--- config.mk ---
export PLATFORM = sky130hd
export DESIGN_NAME = calc_seq_ctrl
export DESIGN_NICKNAME = d
export VERILOG_FILES = /design/src/rtl/calc_pkg.sv /design/src/rtl/calc_key_scan.sv /design/src/rtl/calc_seq_ctrl.sv
export SDC_FILE = /design/constraint.sdc
export NUM_CORES = 1
export LEC_CHECK = 0
export CAP_MARGIN = 20
export CORE_MARGIN = 2
export CORE_UTILIZATION = 60
export CTS_CLUSTER_SIZE = 16
export DETAILED_ROUTE_END_ITERATION = 8
export GPL_TIMING_DRIVEN = 0
export PLACE_DENSITY = 0.84
export SETUP_SLACK_MARGIN = 0.15
export SYNTH_ARGS = -nofsm -noshare
export SYNTH_HDL_FRONTEND = slang
export SYNTH_HIERARCHICAL = 1
export SYNTH_SLANG_ARGS = --single-unit
--- constraint.sdc ---
create_clock -name CLK -period 6.2 [get_ports CLK]
set_input_delay 1.24 -clock CLK [delete_from_list [all_inputs] [get_ports CLK]]
set_output_delay 1.24 -clock CLK [all_outputs]
set_load 0.02 [all_outputs]
--- src/rtl/calc_pkg.sv ---
// Shared encodings for the one-digit calculator sequencer: FSM state codes,
// key indices on the push-switch bus and the operator encoding.
package calc_pkg;

    localparam logic [1:0] S_A   = 2'd0;
    localparam logic [1:0] S_B   = 2'd1;
    localparam logic [1:0] S_RES = 2'd2;

    localparam logic [3:0] KEY_PLUS  = 4'd10;
    localparam logic [3:0] KEY_MINUS = 4'd11;
    localparam logic [3:0] KEY_EQ    = 4'd12;
    localparam logic [3:0] KEY_CLR   = 4'd13;

    localparam logic OP_ADD = 1'b0;
    localparam logic OP_SUB = 1'b1;

endpackage

--- src/rtl/calc_key_scan.sv ---
// Switch debouncer and key decoder: samples the 14 push switches once per
// DEB_CYCLES, detects newly stable presses and emits one prioritised key code.
module calc_key_scan
    import calc_pkg::*;
#(
    parameter int DEB_CYCLES = 50000,
    parameter int DEB_W      = 16
) (
    input  logic        clk,
    input  logic        rst_n,
    input  logic [13:0] psw,
    output logic        key_valid,
    output logic [3:0]  key_code
);

    logic [DEB_W-1:0] cnt;
    logic [13:0]      s0;
    logic [13:0]      s1;
    logic [13:0]      stable_prev;
    logic             samp_d;
    logic             wrap;
    logic [13:0]      new_press;

    assign wrap = (cnt == DEB_W'(DEB_CYCLES - 1));

    // Clear beats '=' beats '-' beats '+' beats the lowest-numbered digit.
    function automatic logic [3:0] prio_code(input logic [13:0] ev);
        logic [3:0] code;
        code = 4'd0;
        if (ev[KEY_CLR])        code = KEY_CLR;
        else if (ev[KEY_EQ])    code = KEY_EQ;
        else if (ev[KEY_MINUS]) code = KEY_MINUS;
        else if (ev[KEY_PLUS])  code = KEY_PLUS;
        else begin
            for (int i = 9; i >= 0; i--) begin
                if (ev[i]) code = 4'(i);
            end
        end
        return code;
    endfunction

    always_ff @(posedge clk or negedge rst_n) begin
        if (!rst_n) begin
            cnt         <= '0;
            s0          <= '0;
            s1          <= '0;
            stable_prev <= '0;
            samp_d      <= 1'b0;
        end else begin
            samp_d <= wrap;
            if (wrap) begin
                cnt         <= '0;
                s1          <= psw;
                s0          <= s1;
                stable_prev <= s1 & s0;
            end else begin
                cnt <= cnt + 1'b1;
            end
        end
    end

    // Edge detect is evaluated only in the cycle right after a sample, so each
    // new stable press yields a single-cycle event; losers of the priority
    // race are absorbed into stable_prev at the next sample and never fire.
    always_comb begin
        new_press = (s1 & s0) & ~stable_prev;
        key_valid = samp_d & (|new_press);
        key_code  = prio_code(new_press);
    end

endmodule

--- src/rtl/calc_seq_ctrl.sv ---
// Sequencing controller for the one-digit calculator: operand entry FSM,
// result capture from the external adder/subtractor and display selection.
module calc_seq_ctrl
    import calc_pkg::*;
#(
    parameter int DEB_CYCLES = 50000,
    parameter int DEB_W      = 16
) (
    input  logic        CLK,
    input  logic        RST_X,
    input  logic [13:0] PSW,
    input  logic [5:0]  SUM_DATA,
    input  logic [5:0]  SUB_DATA,
    output logic [3:0]  A_DATA,
    output logic [3:0]  B_DATA,
    output logic [5:0]  DISP_VAL,
    output logic        DISP_NEG,
    output logic [1:0]  STATE_OUT,
    output logic        KEY_STB
);

    logic       key_valid;
    logic [3:0] key_code;
    logic       op;
    logic       a_valid;
    logic       b_valid;
    logic [5:0] res;
    logic       neg;
    logic       is_digit;
    logic       is_op;

    calc_key_scan #(
        .DEB_CYCLES(DEB_CYCLES),
        .DEB_W     (DEB_W)
    ) u_key_scan (
        .clk      (CLK),
        .rst_n    (RST_X),
        .psw      (PSW),
        .key_valid(key_valid),
        .key_code (key_code)
    );

    function automatic logic [5:0] mag6(input logic [5:0] v);
        return v[5] ? (~v + 6'd1) : v;
    endfunction

    assign is_digit = (key_code <= 4'd9);
    assign is_op    = (key_code == KEY_PLUS) || (key_code == KEY_MINUS);

    always_ff @(posedge CLK or negedge RST_X) begin
        if (!RST_X) begin
            STATE_OUT <= S_A;
            A_DATA    <= '0;
            B_DATA    <= '0;
            op        <= OP_ADD;
            a_valid   <= 1'b0;
            b_valid   <= 1'b0;
            res       <= '0;
            neg       <= 1'b0;
            DISP_VAL  <= '0;
            DISP_NEG  <= 1'b0;
            KEY_STB   <= 1'b0;
        end else begin
            KEY_STB <= key_valid;

            case (STATE_OUT)
                S_B: begin
                    DISP_VAL <= b_valid ? {2'b00, B_DATA} : {2'b00, A_DATA};
                    DISP_NEG <= 1'b0;
                end
                S_RES: begin
                    DISP_VAL <= res;
                    DISP_NEG <= neg;
                end
                default: begin
                    DISP_VAL <= {2'b00, A_DATA};
                    DISP_NEG <= 1'b0;
                end
            endcase

            if (key_valid && key_code == KEY_CLR) begin
                STATE_OUT <= S_A;
                A_DATA    <= '0;
                B_DATA    <= '0;
                op        <= OP_ADD;
                a_valid   <= 1'b0;
                b_valid   <= 1'b0;
                res       <= '0;
                neg       <= 1'b0;
                DISP_VAL  <= '0;
                DISP_NEG  <= 1'b0;
            end else begin
                case (STATE_OUT)
                    S_A: begin
                        if (key_valid && is_digit) begin
                            A_DATA  <= key_code;
                            a_valid <= 1'b1;
                        end else if (key_valid && is_op && a_valid) begin
                            op        <= (key_code == KEY_MINUS) ? OP_SUB : OP_ADD;
                            b_valid   <= 1'b0;
                            STATE_OUT <= S_B;
                        end
                    end
                    S_B: begin
                        if (key_valid && is_digit) begin
                            B_DATA  <= key_code;
                            b_valid <= 1'b1;
                        end else if (key_valid && is_op) begin
                            op <= (key_code == KEY_MINUS) ? OP_SUB : OP_ADD;
                        end else if (key_valid && key_code == KEY_EQ && b_valid) begin
                            // Datapath is combinational, so results are valid now.
                            if (op == OP_SUB) begin
                                neg <= SUB_DATA[5];
                                res <= mag6(SUB_DATA);
                            end else begin
                                neg <= 1'b0;
                                res <= SUM_DATA;
                            end
                            STATE_OUT <= S_RES;
                        end
                    end
                    S_RES: begin
                        if (key_valid && is_digit) begin
                            A_DATA    <= key_code;
                            B_DATA    <= '0;
                            a_valid   <= 1'b1;
                            b_valid   <= 1'b0;
                            STATE_OUT <= S_A;
                        end
                    end
                    default: STATE_OUT <= S_A;
                endcase
            end
        end
    end

endmodule

After elaboration in Yosys (flattened, before gate mapping)
Cells that the tools add are included.

Input port bits: 28. Word-level logic and storage cells: 126. Bits in latches: 0. Flip-flop bits (word level): 87. Memories: 0. Output and inout bits: 18. Memory bits (writable): 0. Memory bits (read-only): 0.

Div/mod/pow operators: 0. Shift-type cells: 0. Add/sub/neg operators: 2. Mux-type cells: 62. Eq/ne operators: 17. $lt $le $gt $ge: 1. Bitwise logic cells: 5. Reductions and logical operators: 23. Multiply operators: 0.

Operators with widths (count): 4-bit two-way mux (20); 6-bit two-way mux (8); 14-bit bitwise AND (2); 3-bit inequality test (second input constant) (8); 1-bit two-way mux (21); 16-bit by 1-bit adder with 16-bit output (second input constant) (1); 16-bit == test (second input constant) (1); 4-bit == test (second input constant) (4); 16-bit two-way mux (1); 2-bit two-way mux (7); 14-bit NOT (1); 14-bit OR reduction (1); 6-bit case mux with 2 select lines (1); 5-bit AND reduction (2); 4-bit case mux with 2 select lines (1); 2-bit nonzero test (4); 6-bit by 1-bit adder with 6-bit output (second input constant) (1); 1-bit logical AND (6); 6-bit NOT (1); 2-bit case mux with 3 select lines (1); 6-bit AND reduction (1); 3-bit nonzero test (2); 4-bit <= comparator (second input constant) (1); 2-bit inequality test (second input constant) (2); other kinds (12) (12).

Longest topological paths before layout
Word-level depth: 24. Gate-level depth with buffers: 10. Depth with buffers taken out: 8.

Modules after synthesis
Netlist, hierarchy kept.

By module, submodules not included: calc_key_scan (cells each 281, times used 1, area an instance 2615.0 um2, sequential area each 1476.4 um2); calc_seq_ctrl (cells each 152, times used 1, area an instance 1549.0 um2, sequential area each 700.7 um2).

Worst setup path after synthesis
OpenSTA, ideal clock, no wires.

Kind: register to register. Start: register u_key_scan.s1[4]. End: register A_DATA[1]. Library setup time: 0.125 ns. Data required time: 6.075 ns. Path buffers: 0. Cell stages (with the launch flop): 9. Period minus slack after synthesis: 2.478 ns. Arrival time: 2.353 ns. Slack: 3.722 ns. Path through: dfrtp_1 > and3b_1 > and4b_1 > nor4b_1 > a21boi_0 > and4b_4 > a21o_4 > o21ai_4 > mux2_4.

Elaborated cells on any way between the ends: 23. Classes of those cells: 1 x order compare; 1 x eq/ne; 12 x mux; 3 x bitwise; 6 x reduce/logical.

RTL lines: start, declared (RTL line calc_key_scan.sv:18) `logic [13:0] s1;`; start signal, assigned (RTL line calc_key_scan.sv:53) `s1 <= psw;`; 14-bit bitwise AND (*) (2 in a row) (RTL line calc_key_scan.sv:66) `new_press = (s1 & s0) & ~stable_prev;`; 14-bit OR reduction (*) (RTL line calc_key_scan.sv:67) `key_valid = samp_d & (|new_press);`; 1-bit bitwise AND (*) (RTL line calc_key_scan.sv:67); net key_valid (RTL line calc_seq_ctrl.sv:22) `logic key_valid;`; 1-bit logical AND, on equally long branches (RTL line calc_seq_ctrl.sv:81, calc_seq_ctrl.sv:95, calc_seq_ctrl.sv:123); 2-bit nonzero test (no line); 2-bit AND reduction (no line); end signal, assigned (RTL line calc_seq_ctrl.sv:96) `A_DATA <= key_code;`; end signal, assigned (RTL line calc_seq_ctrl.sv:124) `A_DATA <= key_code;`; end, declared (RTL line calc_seq_ctrl.sv:14) `output logic [3:0] A_DATA,`.

Mark *: on every way through the listed nets, which the timed path passes. The rest lies on a longest branch. The select of a mux whose other input is x is not followed. A chain may end at the register's enable or synchronous reset.

Worst setup path after layout
Start: register u_key_scan.stable_prev[4]. End: register STATE_OUT[1].

Elaborated cells on any way between the ends: 33. Classes of those cells: 1 x order compare; 10 x eq/ne; 10 x mux; 3 x bitwise; 9 x reduce/logical.

RTL lines: start, declared (RTL line calc_key_scan.sv:19) `logic [13:0] stable_prev;`; start signal, assigned (RTL line calc_key_scan.sv:55) `stable_prev <= s1 & s0;`; 14-bit NOT (*) (RTL line calc_key_scan.sv:66); 14-bit bitwise AND (*) (RTL line calc_key_scan.sv:66); 14-bit OR reduction (*) (RTL line calc_key_scan.sv:67); 1-bit bitwise AND (*) (RTL line calc_key_scan.sv:67); net key_valid (RTL line calc_seq_ctrl.sv:22); 1-bit logical AND, on equally long branches (RTL line calc_seq_ctrl.sv:110, calc_seq_ctrl.sv:98, calc_seq_ctrl.sv:108); 1-bit logical AND, on equally long branches (RTL line calc_seq_ctrl.sv:110, calc_seq_ctrl.sv:98); 3-bit inequality test (no line); 6-bit AND reduction (no line); end signal, assigned (RTL line calc_seq_ctrl.sv:119) `STATE_OUT <= S_RES;`; end signal, assigned (RTL line calc_seq_ctrl.sv:128) `STATE_OUT <= S_A;`; end signal, assigned (RTL line calc_seq_ctrl.sv:131) `default: STATE_OUT <= S_A;`; end, declared (RTL line calc_seq_ctrl.sv:18) `output logic [1:0] STATE_OUT,`.

Mark *: on every way through the listed nets, which the timed path passes. The rest lies on a longest branch.

==> flow_summary.yaml <==
clock_network:
  cts_max_level: 3
  cts_buffers: 9
  clockBufferDepth: 2
  clock_latency_ns: 0.35
  cts_tree: "built"
  cts.root.buffer_cell: "clkbuf_8"
  cts_hold_buffers: 0
  cts.sinks: 87
  cts_resized: 0
  path_clk_slew_ns: 0.09
  cts_setup_buffers: 0
worst_setup_path:
  worst-path-stages: 8
  arrival_ns: 3.18
  cp_max_fo: 8
  required_ns: 6.44
  cp_slowest_cell: "a21boi_0"
  critPathMaxStageDelay_ns: 0.70
  path_class: "flip-flop to flip-flop"
  worst-path-buf-inv: 0
  path_delay_family: "compound AO/OA/AOI/OAI gates"
  crit_chain: "and3b_1, and4b_1, nor4b_1, a21boi_0, nand3b_1, o21ai_0, nor3_1, a311o_1"
  ff2ff_path_depth: 8
  critPathCaptureType: "flip-flop"
  startpoint_type: "flip-flop"
logic_synthesis:
  synth_edf_count: 0
  syn_area_per_cell_um2: 9.62
  yosys_register_bits: 87
  synth_top_area_cell: "dfrtp_1"
  syn_nets: 466
  ys_types: 65
  syn-instance-count: 433
  synth_compound_area_frac: 0.141
  synth_xor_area_frac: 0.0316
  synthSimpleGateAreaFrac: 0.236
  synthAdderAreaFrac: 0.0150
  yosys.area.top_type_share: 0.523
  synthMuxAreaShare: 0.0111
  synth-main-ff-cell: "dfrtp_1"
  yosysSeqAreaShare: 0.523
  syn_area_um2: 4160
  ys_warn_count: 6
  async_flop_share: 1.00
  synth_top_family_by_area: "simple AND/OR/NAND/NOR gates"
  synth_area_leaders: "dfrtp_1 (52%), nand2_1 (11%), nor2_1 (2.8%)"
power:
  switchingPower_mw: 0.207
  pwr-share-seq: 0.544
  p_clk_frac: 0.418
  power_density_nw_per_um2: 210
  swShare: 0.198
  p_leak_nw: 2.33
  p_int_mw: 0.837
  ir_worst_vdd_v: 0.000138
  p_comb_frac: 0.037
floorplanning:
  die_area_um2: 7620
  die_w_um: 87.3
  coreArea_um2: 6760
  start_util: 0.616
  io_pins: 46
  rows: 30
  die_y_um: 87.3
final_layout:
  area_growth_pct: 19.2
  finalNonFillerCells: 575
  multi_input_area_um2: 1810
  antennaDiodeCount: 0
  seqCellArea_um2: 2180
  nets: 523
  nFillCells: 468
  drive_gt1_frac: 0.0808
run:
  drv_cap: 0
detailed_routing:
  wl_per_cell_um: 14.7
  drt.antenna.violating_nets: 0
  finalWirelength_um: 8450
  first_iter_violations: 156
  route.detailed.drc: 0
  vias: 3337
  viasPerCell: 5.80
  dr.pass1.iters: 4
timing:
  hold_viol_final: 0
  finalMaxSlewViolations: 0
  setup_viol: 0
  fmax_mhz: 340
  layout_min_cycle_time_ns: 2.94
  min_period_over_period: 0.474
  fin_tns_setup_ns: 0
  skew_ns: 0.0108
  rsz0062_at_grt: "no"
  maxSlewHeadroom: 0.407
  tightest_slew_ns: 0.882
global_routing:
  grt_pass1_vias: 3059
  gr-usage-all-layers: 0.241
  grt_pass1_wl_um: 14200
  overflow: 0
  grt_antenna_before_repair: 0
  grt_max_degree: 49
placed_design:
  place_inst: 559
  dp_hpwl_um: 5970
  numPortBuffers: 45
  gp_congestion: 0.861
run_status:
  outcome: "finished clean"
worst_hold_path:
  hp-class: "flip-flop to flip-flop"
  holdPathStages: 1
==> layer usage <==
metal,track usage,vias up,share of wire
met5,0,-,0
met4,0.113,0,0.026
met3,0.0408,21,0.050
met2,0.388,113,0.48
met1,0.317,1593,0.44
li1,-,1610,-
==> power groups by stage <==
stage                     Sequential (mW)  Combinational (mW)  Clock, mW
after global routing                0.569              0.0437      0.470
after detailed placement            0.580              0.0400          0
after CTS                           0.568              0.0402      0.446
after global placement              0.580              0.0371          0
final                               0.568              0.0390      0.437
after floorplan                     0.580             0.00674          0
==> cell families after synthesis <==
kind of cell,count (synthesis)
fa+ha+maj,5
simple gates,209
compound gates,81
mux,4
xor+xnor,15
buf+inv,32
flops,87
==> layout make-up <==
class                      count  area share
clock buffer                  13      0.0320
buffer                        17      0.0234
multi-input combinational    314       0.365
sequential                    87       0.439
tap                           80      0.0202
clock inverter                 3      0.0131
timing repair buffer          46      0.0958
inverter                      15      0.0118
==> stage by stage <==
step	hold slack, ns	setup slack, ns	utilization	power, mW	cell area, um^2
after floorplan	0.423	3.72	-	0.586	4160
after global placement	0.435	0.842	0.698	0.617	4710
after global routing	0.502	3.08	0.735	1.08	4960
after CTS	0.455	3.28	0.735	1.05	4960
after detailed placement	0.444	3.33	0.701	0.620	4740
final	0.455	3.26	0.735	1.04	4960
==> registers in the layout, summed over array words and instances (netlist names), 2 cells and up <==
signal,cells
B_DATA,4
u_key_scan/stable_prev,14
A_DATA,4
res,6
STATE_OUT,2
u_key_scan/s0,14
u_key_scan/s1,14
DISP_VAL,6
u_key_scan/cnt,16
==> Yosys cell counts, drive strengths merged (2+ instances only) <==
master   count
and3b        5
mux2         2
a22o        11
mux2i        2
nand4b       2
xnor2        6
a32o         2
a21o         4
and3         7
nor3         3
o31ai        3
a22oi        5
and2         4
nor4b        2
nor2        31
a21oi        7
ha           5
clkbuf       9
a31oi        5
and4b        2
nand3b       6
o21ai       21
buf          8
a32oi        2
nand4        5
dfrtp       87
inv         15
a2111oi      2
nor2b        3
o22ai       10
nand3       13
xor2         9
nand2      118
a21boi       2
==> cells in the final DEF, fill, tap and decap left out, types with 10 or more instances in the layout <==
| cell type | instances |
|---|---|
| clkbuf_8 | 12 |
| nand3_1 | 12 |
| clkbuf_1 | 10 |
| clkdlybuf4s50_1 | 44 |
| a22o_1 | 11 |
| o22ai_1 | 10 |
| nor2_1 | 31 |
| inv_1 | 14 |
| nand2_1 | 118 |
| dfrtp_1 | 87 |
==> path summary, 6_finish.rpt <==
| kind | start | end | slack (ns) |
|---|---|---|---|
| worst max-delay path | u_key_scan/stable_prev[4] | STATE_OUT[1] | 3.26 |
| worst min-delay path | u_key_scan/cnt[0] | u_key_scan/cnt[0] | 0.46 |
| worst max register to register | u_key_scan/stable_prev[4] | STATE_OUT[1] | 3.26 |
| worst min register to register | u_key_scan/cnt[0] | u_key_scan/cnt[0] | 0.46 |
| max in group asynchronous | RST_X | u_key_scan/samp_d | 4.75 |
| min in group asynchronous | RST_X | DISP_VAL[3] | 0.84 |
(Power assumes the default switching activity.)
